--- config.mk ---
export PLATFORM = sky130hd
export DESIGN_NAME = spi_mmio_core_flat
export DESIGN_NICKNAME = d
export VERILOG_FILES = /design/src/rtl/spi_mmio_core_if.sv /design/src/rtl/spi_mmio_core.sv /design/src/flat_wrapper.sv
export SDC_FILE = /design/constraint.sdc
export NUM_CORES = 1
export LEC_CHECK = 0
export ABC_AREA = 1
export CORE_MARGIN = 4
export CORE_UTILIZATION = 50
export DETAILED_ROUTE_END_ITERATION = 7
export PLACE_DENSITY = 0.76
export SYNTH_ARGS = -nofsm -noshare
export SYNTH_HDL_FRONTEND = slang
export SYNTH_SLANG_ARGS = --single-unit
--- constraint.sdc ---
create_clock -name clk -period 4.3 [get_ports clk]
set_input_delay 0.645 -clock clk [delete_from_list [all_inputs] [get_ports clk]]
set_output_delay 0.645 -clock clk [all_outputs]
set_load 0.02 [all_outputs]
--- src/rtl/spi_mmio_core_if.sv ---
// ---------------------------------------------------------------------------
// spi_mmio_core_if
// MMIO slot bus between the subsystem's slot decoder and a slot core.
//   cs       : slot chip select
//   read     : read strobe (qualified by cs)
//   write    : write strobe (qualified by cs)
//   addr     : slot register index (5 bits)
//   wr_data  : write data (32 bits)
//   rd_data  : read data returned by the slot (32 bits)
// master modport = bus driver (decoder / testbench), slave modport = core.
// ---------------------------------------------------------------------------
interface spi_mmio_core_if;
    logic        cs;
    logic        read;
    logic        write;
    logic [4:0]  addr;
    logic [31:0] wr_data;
    logic [31:0] rd_data;

    modport master (
        output cs,
        output read,
        output write,
        output addr,
        output wr_data,
        input  rd_data
    );

    modport slave (
        input  cs,
        input  read,
        input  write,
        input  addr,
        input  wr_data,
        output rd_data
    );
endinterface

--- src/rtl/spi_mmio_core.sv ---
// ---------------------------------------------------------------------------
// spi_mmio_core
// Single-slot SPI master on the MMIO slot bus. Full-duplex, 8 bits per
// transfer, MSB first, programmable half-period (dvsr+1 clocks), cpol/cpha.
//
// Ports:
//   clk       : system clock
//   reset     : asynchronous, active-high reset
//   bus       : MMIO slot bus (slave modport)
//                 addr 1 write -> slave selects
//                 addr 2 write -> start transfer with wr_data[7:0] (idle only)
//                 addr 3 write -> {cpha, cpol, dvsr} = wr_data[17:0] (idle only)
//                 rd_data      -> {23'b0, ready, rx[7:0]} for any address
//   spi_sclk  : SPI clock (registered)
//   spi_mosi  : SPI data out (registered)
//   spi_miso  : SPI data in
//   spi_ss_n  : active-low slave selects, owned entirely by software
// ---------------------------------------------------------------------------
module spi_mmio_core #(
    parameter int S = 1
) (
    input  logic           clk,
    input  logic           reset,
    spi_mmio_core_if.slave bus,
    output logic           spi_sclk,
    output logic           spi_mosi,
    input  logic           spi_miso,
    output logic [S-1:0]   spi_ss_n
);

    typedef enum logic [1:0] {
        IDLE = 2'd0,
        DLY  = 2'd1,
        P0   = 2'd2,
        P1   = 2'd3
    } state_t;

    state_t       r_state;
    state_t       w_state_next;

    logic [15:0]  r_cnt;
    logic [15:0]  w_cnt_next;
    logic [15:0]  r_dvsr;
    logic         r_cpol;
    logic         r_cpha;

    // Separate outgoing and incoming shift registers, so capturing miso never
    // clobbers a tx bit that has not been driven yet.
    logic [7:0]   r_so;
    logic [7:0]   w_so_next;
    logic [7:0]   r_si;
    logic [7:0]   w_si_next;
    logic [7:0]   r_rx;
    logic [7:0]   w_rx_next;
    logic [2:0]   r_bit;
    logic [2:0]   w_bit_next;

    logic         r_mosi;
    logic         w_mosi_next;
    logic         r_sclk;
    logic         w_sclk_next;
    logic [S-1:0] r_ss_n;

    logic         w_wr;
    logic         w_ss_wr;
    logic         w_start;
    logic         w_ctrl_wr;
    logic         w_last;
    logic         w_ready;
    logic         w_unused;

    // Bus decode; only addr[1:0] is significant.
    assign w_wr      = bus.cs & bus.write;
    assign w_ready   = (r_state == IDLE);
    assign w_ss_wr   = w_wr && (bus.addr[1:0] == 2'd1);
    assign w_start   = w_wr && (bus.addr[1:0] == 2'd2) && w_ready;
    assign w_ctrl_wr = w_wr && (bus.addr[1:0] == 2'd3) && w_ready;
    assign w_last    = (r_cnt == r_dvsr);

    assign bus.rd_data = {23'b0, w_ready, r_rx};

    assign spi_sclk = r_sclk;
    assign spi_mosi = r_mosi;
    assign spi_ss_n = r_ss_n;

    // Bus bits the core never looks at.
    assign w_unused = ^{bus.read, bus.addr[4:2], bus.wr_data[31:18]};

    // State register and datapath registers
    always_ff @(posedge clk or posedge reset) begin
        if (reset) begin
            r_state <= IDLE;
            r_cnt   <= '0;
            r_so    <= '0;
            r_si    <= '0;
            r_rx    <= '0;
            r_bit   <= '0;
            r_mosi  <= 1'b0;
            r_sclk  <= 1'b0;
            r_ss_n  <= '1;
            r_dvsr  <= '0;
            r_cpol  <= 1'b0;
            r_cpha  <= 1'b0;
        end else begin
            r_state <= w_state_next;
            r_cnt   <= w_cnt_next;
            r_so    <= w_so_next;
            r_si    <= w_si_next;
            r_rx    <= w_rx_next;
            r_bit   <= w_bit_next;
            r_mosi  <= w_mosi_next;
            r_sclk  <= w_sclk_next;
            if (w_ss_wr) begin
                r_ss_n <= bus.wr_data[S-1:0];
            end
            if (w_ctrl_wr) begin
                r_dvsr <= bus.wr_data[15:0];
                r_cpol <= bus.wr_data[16];
                r_cpha <= bus.wr_data[17];
            end
        end
    end

    // Next-state and datapath logic
    always_comb begin
        w_state_next = r_state;
        w_cnt_next   = r_cnt + 16'd1;
        w_so_next    = r_so;
        w_si_next    = r_si;
        w_rx_next    = r_rx;
        w_bit_next   = r_bit;
        w_mosi_next  = r_mosi;

        case (r_state)
            IDLE: begin
                if (w_start) begin
                    w_so_next    = bus.wr_data[7:0];
                    w_bit_next   = 3'd0;
                    w_mosi_next  = bus.wr_data[7];
                    w_state_next = r_cpha ? DLY : P0;
                end
            end
            DLY: begin
                if (w_last) begin
                    w_state_next = P0;
                end
            end
            P0: begin
                if (w_last) begin
                    w_si_next    = {r_si[6:0], spi_miso};
                    w_state_next = P1;
                end
            end
            P1: begin
                if (w_last) begin
                    if (r_bit == 3'd7) begin
                        w_rx_next    = r_si;
                        w_state_next = IDLE;
                    end else begin
                        w_so_next    = {r_so[6:0], 1'b0};
                        w_mosi_next  = r_so[6];
                        w_bit_next   = r_bit + 3'd1;
                        w_state_next = P0;
                    end
                end
            end
            default: begin
                w_state_next = IDLE;
            end
        endcase

        // Half-period counter restarts whenever the phase changes, and is
        // parked at zero while idle, so it never runs past dvsr.
        if ((w_state_next != r_state) || (r_state == IDLE)) begin
            w_cnt_next = '0;
        end
    end

    // sclk follows the upcoming phase so it changes on the same edge as the
    // state; this places the miso sample at the end of P0 for either cpha.
    always_comb begin
        case (w_state_next)
            P0:      w_sclk_next = r_cpol ^ r_cpha;
            P1:      w_sclk_next = r_cpol ^ ~r_cpha;
            default: w_sclk_next = r_cpol;
        endcase
    end

endmodule

--- src/flat_wrapper.sv ---
// flat-port wrapper written by rule: the top's interface ports become plain ports
module spi_mmio_core_flat 
#(
    parameter int S = 1
)
  (clk, reset, spi_sclk, spi_mosi, spi_miso, spi_ss_n, bus_cs, bus_read, bus_write, bus_addr, bus_wr_data, bus_rd_data);
  spi_mmio_core_if bus_i ();
  input  logic clk;
  input  logic reset;
  output logic spi_sclk;
  output logic spi_mosi;
  input  logic spi_miso;
  output logic [S-1:0] spi_ss_n;
  input wire logic [$bits(bus_i.cs)-1:0] bus_cs;
  input wire logic [$bits(bus_i.read)-1:0] bus_read;
  input wire logic [$bits(bus_i.write)-1:0] bus_write;
  input wire logic [$bits(bus_i.addr)-1:0] bus_addr;
  input wire logic [$bits(bus_i.wr_data)-1:0] bus_wr_data;
  output wire logic [$bits(bus_i.rd_data)-1:0] bus_rd_data;
  assign bus_i.cs = bus_cs;
  assign bus_i.read = bus_read;
  assign bus_i.write = bus_write;
  assign bus_i.addr = bus_addr;
  assign bus_i.wr_data = bus_wr_data;
  assign bus_rd_data = bus_i.rd_data;
  spi_mmio_core #(.S(S)) u_core (.clk(clk), .reset(reset), .bus(bus_i), .spi_sclk(spi_sclk), .spi_mosi(spi_mosi), .spi_miso(spi_miso), .spi_ss_n(spi_ss_n));
endmodule
# Word level (Yosys, flattened, before mapping)
# Cells that the tools add are included.
classes:
  n_eq_ne: 14
  shifts: 0
  muxes: 21
  bitwise_logic: 4
  reduce_logical: 11
  div: 0
  order_cmp: 0
  n_addsub: 2
  mul: 0
ops:
  columns: ["operator", "n"]
  rows:
  - ["$mux W7", 3]
  - ["$add A16 B1 Y16 const B", 1]
  - ["$eq A16 B16 Y1", 1]
  - ["$mux W16", 1]
  - ["$pmux W7 S2", 1]
  - ["$eq A2 B2 Y1 const B", 6]
  - ["$mux W2", 6]
  - ["$mux W3", 3]
  - ["$pmux W2 S4", 1]
  - ["$pmux W3 S2", 1]
  - ["$logic_and A1 B1 Y1", 5]
  - ["$eq A2 B1 Y1 const B", 2]
  - ["$ne A2 B1 Y1 const B", 2]
  - ["$pmux W1 S2", 2]
  - ["$reduce_and A4 Y1", 1]
  - ["$add A3 B1 Y3 const B", 1]
  - ["$eq A3 B3 Y1 const B", 1]
  - ["$mux W1", 3]
  - ["$reduce_and A3 Y1", 1]
  - ["$logic_not A2 Y1", 1]
  - ["$ne A2 B2 Y1", 1]
  - ["$ne A2 B2 Y1 const B", 1]
  - ["$reduce_and A2 Y1", 1]
  - ["$reduce_bool A2 Y1", 1]
  - ["other kinds (4)", 5]
totals:
  mem_count: 0
  ram_bits: 0
  register_bits: 65
  output_inout_bits: 35
  latch_bits: 0
  mem_bits_ro: 0
  input_bits: 43
  word_cells: 64

# Depth between registers and ports, before layout
# Gate-level depths: netlist (run 1).
depth:
  depth_word: 8
  depth_mapped: 13
  depth_no_buf: 13

# Worst setup path after synthesis (run 1)
# No wires, ideal clock.
synth_path:
  kind: "input-to-reg"
  startpoint: "input bus_addr[1]"
  endpoint: "register u_core.r_cnt[8]"
  t_required_ps: 4214
  arrival_ps: 1640
  cell_stages: 7
  slack_ps: 2574
  setup_time_ps: 86
  path_buffers: 1
  cell_sequence: "inv_1 nor3_1 inv_1 o21ai_1 o211ai_2 buf_2 nor3_1"
synth_via:
  elab_chain_len: 8
synth_lines:
  columns: ["element", "line_no", "source"]
  rows:
  - ["from (decl)", "flat_wrapper.sv:17", "input wire logic [$bits(bus_i.addr)-1:0] bus_addr;"]
  - ["$eq A2 B2 Y1", "spi_mmio_core.sv:76", "assign w_start = w_wr && (bus.addr[1:0] == 2'd2) && w_ready;"]
  - ["$logic_and A1 B1 Y1 (2 in series)", "spi_mmio_core.sv:76", null]
  - ["$mux W2", "spi_mmio_core.sv:136", "if (w_start) begin"]
  - ["$pmux W2 S4", "spi_mmio_core.sv:134", "case (r_state)"]
  - ["$ne A2 B2 Y1", "spi_mmio_core.sv:174", "if ((w_state_next != r_state) || (r_state == IDLE)) begin"]
  - ["$logic_or A1 B1 Y1", "spi_mmio_core.sv:174", null]
  - ["$mux W16", "spi_mmio_core.sv:174", null]
  - ["net u_core.w_cnt_next[8]", "spi_mmio_core.sv:42", "logic [15:0] w_cnt_next;"]
  - ["to (signal assigned)", "spi_mmio_core.sv:106", "r_cnt <= w_cnt_next;"]
  - ["to (decl)", "spi_mmio_core.sv:41", "logic [15:0] r_cnt;"]
# The timed path passes the listed nets, and every way through them passes these cells.
# A chain may end at the register's enable or synchronous reset.

# Final worst setup path (run 1)
layout_path:
  startpoint: "register u_core.r_state[0]"
  endpoint: "output bus_rd_data[8]"
layout_via:
  elab_chain_len: 1
layout_lines:
  columns: ["element", "line_no", "source"]
  rows:
  - ["from (decl)", "spi_mmio_core.sv:38", "state_t r_state;"]
  - ["from (signal assigned)", "spi_mmio_core.sv:105", "r_state <= w_state_next;"]
  - ["$logic_not A2 Y1", "spi_mmio_core.sv:74", "assign w_ready = (r_state == IDLE);"]
  - ["to (decl)", "flat_wrapper.sv:19", "output wire logic [$bits(bus_i.rd_data)-1:0] bus_rd_data;"]
# No other way between the ends.

==> results of run 1 <==
[synthesized netlist by cell type, drive strengths merged]
library cell    n  area share
conb            1      0.0011
dfstp           1      0.0079
clkbuf          5      0.0056
a22oi           1      0.0064
nand3          16       0.027
nand4           3      0.0056
nor4            1      0.0019
or2             1      0.0019
dfrtp          64        0.48
a31oi           3       0.011
inv            55       0.062
ha              3       0.011
buf            28       0.063
a21oi          21       0.032
nand2         101        0.11
xor2            4       0.011
o21ai          22       0.033
nor3b           5       0.013
o21a            1      0.0023
nor2           59       0.071
mux2            3       0.010
o211ai          4       0.011
xnor2           1      0.0026
nor3            8       0.015
o22ai           1      0.0019
[cells by family (layout without fill, tap and decap cells)]
group                    Yosys count  in the layout  synth area share
XOR/XNOR                           5              5            0.0131
multiplexers                       3              3            0.0101
AO/OA/AOI/OAI                     53             53            0.0968
AND/OR/NAND/NOR                  194            194             0.249
other                              1             23           0.00112
buffers and inverters             88            109             0.130
flip-flops                        65             65             0.488
adder cells (fa/ha/maj)            3              3            0.0113
[power groups by stage]
stage | clock network, mW | logic (mW) | registers, mW
after global routing | 0.509 | 0.0730 | 0.615
after global placement | 0 | 0.0657 | 0.627
after floorplan | 0 | 0.0469 | 0.630
after CTS | 0.476 | 0.0663 | 0.615
after detailed placement | 0 | 0.0661 | 0.627
final | 0.463 | 0.0655 | 0.616
[tightest hold or removal path: stages (launching register included)]
cell and delay [ps]:
dfrtp_1 350, nand2_1 50, nand2_1 60
[registers in the layout (all words and copies together) (netlist names)]
| signal | count |
|---|---|
| u_core.r_bit | 3 |
| u_core.r_si | 8 |
| u_core.r_dvsr | 16 |
| u_core.r_cnt | 16 |
| u_core.spi_ss_n | 1 |
| u_core.r_cpol | 1 |
| u_core.r_cpha | 1 |
| u_core.r_rx | 8 |
| u_core.spi_sclk | 1 |
| u_core.r_so | 7 |
| u_core.r_state | 2 |
| u_core.spi_mosi | 1 |
[final cells by class]
type / instances / area share
Multi-Input combinational cell: 281 / 0.354
Inverter: 55 / 0.0538
Timing Repair Buffer: 38 / 0.0979
Tap cell: 77 / 0.0251
Clock inverter: 5 / 0.00816
Sequential cell: 65 / 0.424
Clock buffer: 11 / 0.0369
[metal layers]
layer | share of wire | vias to the layer above | track usage
met5 | 0 | - | 0
met4 | 0.014 | 0 | 0.0650
met3 | 0.062 | 8 | 0.0557
met2 | 0.43 | 66 | 0.263
met1 | 0.50 | 1171 | 0.243
li1 | - | 1316 | -
[final timing paths]
path                              startpoint              end  slack [ps]
max in group asynchronous              reset   u_core.r_so[0]        2690
hold reg to reg               u_core.r_rx[5]   u_core.r_rx[5]         490
setup reg to reg           u_core.r_state[0]  u_core.r_bit[0]        2180
setup / recovery           u_core.r_state[0]   bus_rd_data[8]        1930
hold / removal                u_core.r_rx[5]   u_core.r_rx[5]         490
min in group asynchronous              reset  u_core.spi_sclk         770
[placed cells by master (no fill, tap or decap), types with 2 or more instances in the layout]
master / Yosys / layout
xor2_1: 4 / 4
nor2_2: 3 / 3
nand3_1: 14 / 14
o211ai_1: 3 / 3
nand3_2: 2 / 2
conb_1: 1 / 23
clkbuf_8: 0 / 10
nor3_1: 6 / 6
o21ai_0: 15 / 15
dfrtp_1: 64 / 64
clkinv_2: 0 / 3
ha_1: 3 / 3
nor2_1: 55 / 55
mux2_2: 3 / 3
clkdlybuf4s50_1: 0 / 36
a31oi_2: 3 / 3
o21ai_1: 7 / 7
nor3b_1: 4 / 4
nand4_1: 3 / 3
a21oi_1: 21 / 21
inv_1: 51 / 50
nor3_2: 2 / 2
inv_2: 4 / 5
nand2_1: 100 / 100
buf_4: 25 / 2
==> impl_metrics.tcl, run 1 <==
set metrics [dict create \
    drtAntennaViolNets 0 \
    cellInternalPower_uw 862 \
    io_buffers 36 \
    nFillCells 567 \
    final_nets 496 \
    hold_viol_final 0 \
    h-tree-depth 3 \
    final_util 0.597 \
    setup_ws_ps 1930 \
    root_buffer "clkbuf_8" \
    cts_inserted_buffers 9 \
    setup_violations 0 \
    max_freq_mhz 421 \
    syn_area_um2 3340 \
    grt_pass1_vias 2406 \
    fin_setup_tns_ps 0 \
    worst-path-stages 2 \
    min_path_type "flop to flop" \
    ir_drop_v 0.000200 \
    holdWs_ps 487 \
    area_growth_pct 15.0 \
    crit_path_max_fanout 6 \
    ys_ff_latch 65 \
    path_cells "nor2_1 -> clkdlybuf4s50_1" \
    cpMaxStageDelayCell "clkdlybuf4s50_1" \
    antenna_found_initial 0 \
    power.total_mw 1.14 \
    final_area_um2 3830 \
    synth_cell_type_count 36 \
    end_kind "primary output" \
    cp_top_family "buffers and inverters" \
    wl_um 6290 \
    reg2regPathDepth 6 \
    seq_power_share 0.538 \
    detail_route.wl_per_cell_um 11.8 \
    die_width_um 89.7 \
    criticalPathCategory "flop to primary output" \
    clkTransAtPathRegs_ps 70 \
    p_sw_frac 0.246 \
    track_usage 0.177 \
    drive_above_1_share 0.0923 \
    clkPwrFrac 0.404 \
    core-area_um2 6420 \
    grt_max_degree 40 \
    multi_input_area_um2 1360 \
    min_path_cells 2 \
    dpl.hpwl_um 4580 \
    comb_power_share 0.057 \
    start_util 0.519 \
    dr.first_iter.drc_count 111 \
    drv_slew 0 \
    clock_skew_ps 6.27 \
    fin_cells 532 \
    critPathLaunchType "flop" \
    cts.repair.resized 0 \
    fin_crit_sh 0.552 \
    placed_cells 516 \
    status "complete, no violations" \
    cts.path.max_buffers 2 \
    grt_pass1_wl_um 10700 \
    worst_ep_required_time_ps 3650 \
    cts_tree "yes" \
    num_antenna_cells 0 \
    post-place-ws_ps 1710 \
    p_sw_uw 282 \
    overflow 0 \
    drv_cap 0 \
    relSlewSlack 0.469 \
    place_area_um2 3660 \
    vias 2561 \
    critPathBufInv 1 \
    seqCellArea_um2 1630 \
    synthCells 412 \
    drc 0 \
    std_cell_rows 29 \
    vias_per_cell 4.81 \
    fin_crit_ps 2370 \
    p_leak_nw 1.91 \
    clock_latency_ps 340 \
    rsz0062_at_grt "false" \
    ctsHoldBuffers 0 \
    die_y_um 89.7 \
    ys_seq_area_frac 0.488 \
    power_density_nw_per_um2 298 \
    slowest_delay_ps 680 \
    post-cts-setup-buffer-count 0 \
    crit_arrival_ps 1730 \
    fp.dieArea_um2 8040 \
    ios 78 \
    drtPass1Iterations 4 \
    place_congestion 0.778 \
    tightest_slew_ps 795 \
    syn_avg_cell_area_um2 8.10 \
    synth_warnings 0 \
    clock_sinks 65 \
]
(Power assumes the default switching activity.)
==> inputs of run 2 (changes only) <==
--- a/config.mk
+++ b/config.mk
@@ -7,9 +7,9 @@
 export LEC_CHECK = 0
 export ABC_AREA = 1
 export CORE_MARGIN = 4
-export CORE_UTILIZATION = 50
+export CORE_UTILIZATION = 45
 export DETAILED_ROUTE_END_ITERATION = 7
-export PLACE_DENSITY = 0.76
+export PLACE_DENSITY = 0.72
 export SYNTH_ARGS = -nofsm -noshare
 export SYNTH_HDL_FRONTEND = slang
 export SYNTH_SLANG_ARGS = --single-unit
==> constraint.sdc (replaced) <==
create_clock -name clk -period 2 [get_ports clk]
set_input_delay 0.3 -clock clk [delete_from_list [all_inputs] [get_ports clk]]
set_output_delay 0.3 -clock clk [all_outputs]
set_load 0.02 [all_outputs]
==> impl_metrics.tcl, run 2 (synthesis results as in run 1) <==
set metrics [dict create \
    end_kind "flop" \
    crit_arrival_ps 2080 \
    vias 2622 \
    layout_commonest_cell "nand2_1" \
    track_usage 0.158 \
    wl_met2_um 2950 \
    dr.first_iter.drc_count 134 \
    drv_cap 0 \
    clock_latency_ps 340 \
    cts_inserted_buffers 9 \
    final_nets 510 \
    overflow 0 \
    root_buffer "clkbuf_8" \
    clock_sinks 65 \
    clock_skew_ps 11.1 \
    routed.top_layer "met4" \
    drtPass1Iterations 4 \
    std_cell_rows 31 \
    reg2reg_from "u_core.r_cnt[1]" \
    start_util 0.462 \
    status "complete, no violations" \
    final_util 0.562 \
    setup_ws_ps 154 \
    criticalPathCategory "flop to flop" \
    critPathLaunchType "flop" \
    final_cell_mix "nand2_1 (100), dfrtp_1 (64), nor2_1 (52), inv_1 (50), clkdlybuf4s50_1 (35)" \
    grt_pass1_wl_um 10900 \
    min_path_type "input port to async pin" \
    top_regs "u_core.r_cnt: 16 flops, u_core.r_dvsr: 16 flops" \
    dpl.hpwl_um 4670 \
    drive_above_1_share 0.132 \
    dr_wl_met3_um 343 \
    grt_max_degree 50 \
    ios 78 \
    power_density_nw_per_um2 613 \
    ir_drop_v 0.000357 \
    vias_per_cell 4.62 \
    fin_cells 568 \
    place_congestion 0.829 \
    h-tree-depth 3 \
    detail_route.wl_per_cell_um 11.4 \
    max_freq_mhz 542 \
    core-area_um2 7210 \
    fin_crit_sh 0.923 \
    wl_um 6450 \
    die_y_um 94.1 \
    post-place-ws_ps 24.4 \
    worst_ep_required_time_ps 2230 \
    setup_violations 0 \
    placed_cells 550 \
    clkTransAtPathRegs_ps 70 \
    fp.dieArea_um2 8850 \
    fin_crit_ps 1850 \
    io_buffers 36 \
    hold_viol_final 0 \
    ctsHoldBuffers 0 \
    cts_tree "yes" \
    crit_path_max_fanout 3 \
    grt_pass1_vias 2461 \
    num_antenna_cells 0 \
    cts.path.max_buffers 2 \
    p_leak_nw 2.00 \
    drv_slew 0 \
    area_growth_pct 21.5 \
    crit_path_start "u_core.r_cnt[1]" \
    drtAntennaViolNets 0 \
    drc 0 \
    antenna_found_initial 0 \
    wl_met1_um 3060 \
    die_width_um 94.1 \
]
## run 2: changes by cell type in the layout (fill, tap and decap cells not counted), sizes merged
cell	change
clkinv	-3
buf	+14
clkbuf	+1
dlygate4sd2	+1
clkinvlp	+2
clkdlybuf4s50	-1
## run 2: routing by layer
metal / track usage / vias up
met1: 0.210 / 1214
met3: 0.0457 / 9
met2: 0.245 / 51
li1: - / 1348
met5: 0 / -
met4: 0.0590 / 0
## run 2: final cells by class
type	count	area (um2)
Clock buffer	12	155
Clock inverter	4	27.5
Fill cell	683	3160
Inverter	55	206
Multi-Input combinational cell	281	1380
Sequential cell	65	1630
Tap cell	99	124
Timing Repair Buffer	52	529
## run 2: final timing paths
kind | to | slack (ps) | cells after the start
min reg2reg | u_core.r_rx[7] | 480 | 2
max in group asynchronous | u_core.spi_ss_n | 1380 | 3
min in group clk | u_core.r_rx[7] | 480 | 2
max | u_core.r_cnt[14] | 150 | 10
min | u_core.r_si[1] | 320 | 3
max reg2reg | u_core.r_cnt[14] | 150 | 10
## run 2: power by group
part	internal, mW	total (mW)	switching [mW]
registers	1.32	1.32	0.00221
logic	0.0598	0.150	0.0904
clock network	0.515	1.01	0.495
total	1.90	2.48	0.588
## run 2: per-stage QoR
step                      hold slack, ps  TNS (ps)  cell area, um2  power, mW
after floorplan                      442         0            3420       1.45
after global placement               454         0            3830       1.50
after detailed placement             465         0            3830       1.50
after CTS                            317         0            4010       2.51
after global routing                 334     -24.1            4050       2.58
final                                317         0            4050       2.48
## run 2: critical path: stages, from the launching register on
cell and delay (ps):
dfrtp_1 380, ha_2 210, nand3_2 100, nor2_2 160, nand2_1 100, nor2_4 120
nand3_2 100, nor3_2 220, nand3_1 130, nor2_1 150, nor3b_2 60
## run 2: timing repair
item,in CTS,in global routing
setup endpoints to repair,1,4
pin swaps,0,3
setup buffers,0,2
hold endpoints to repair,0,0
resized for setup,2,6
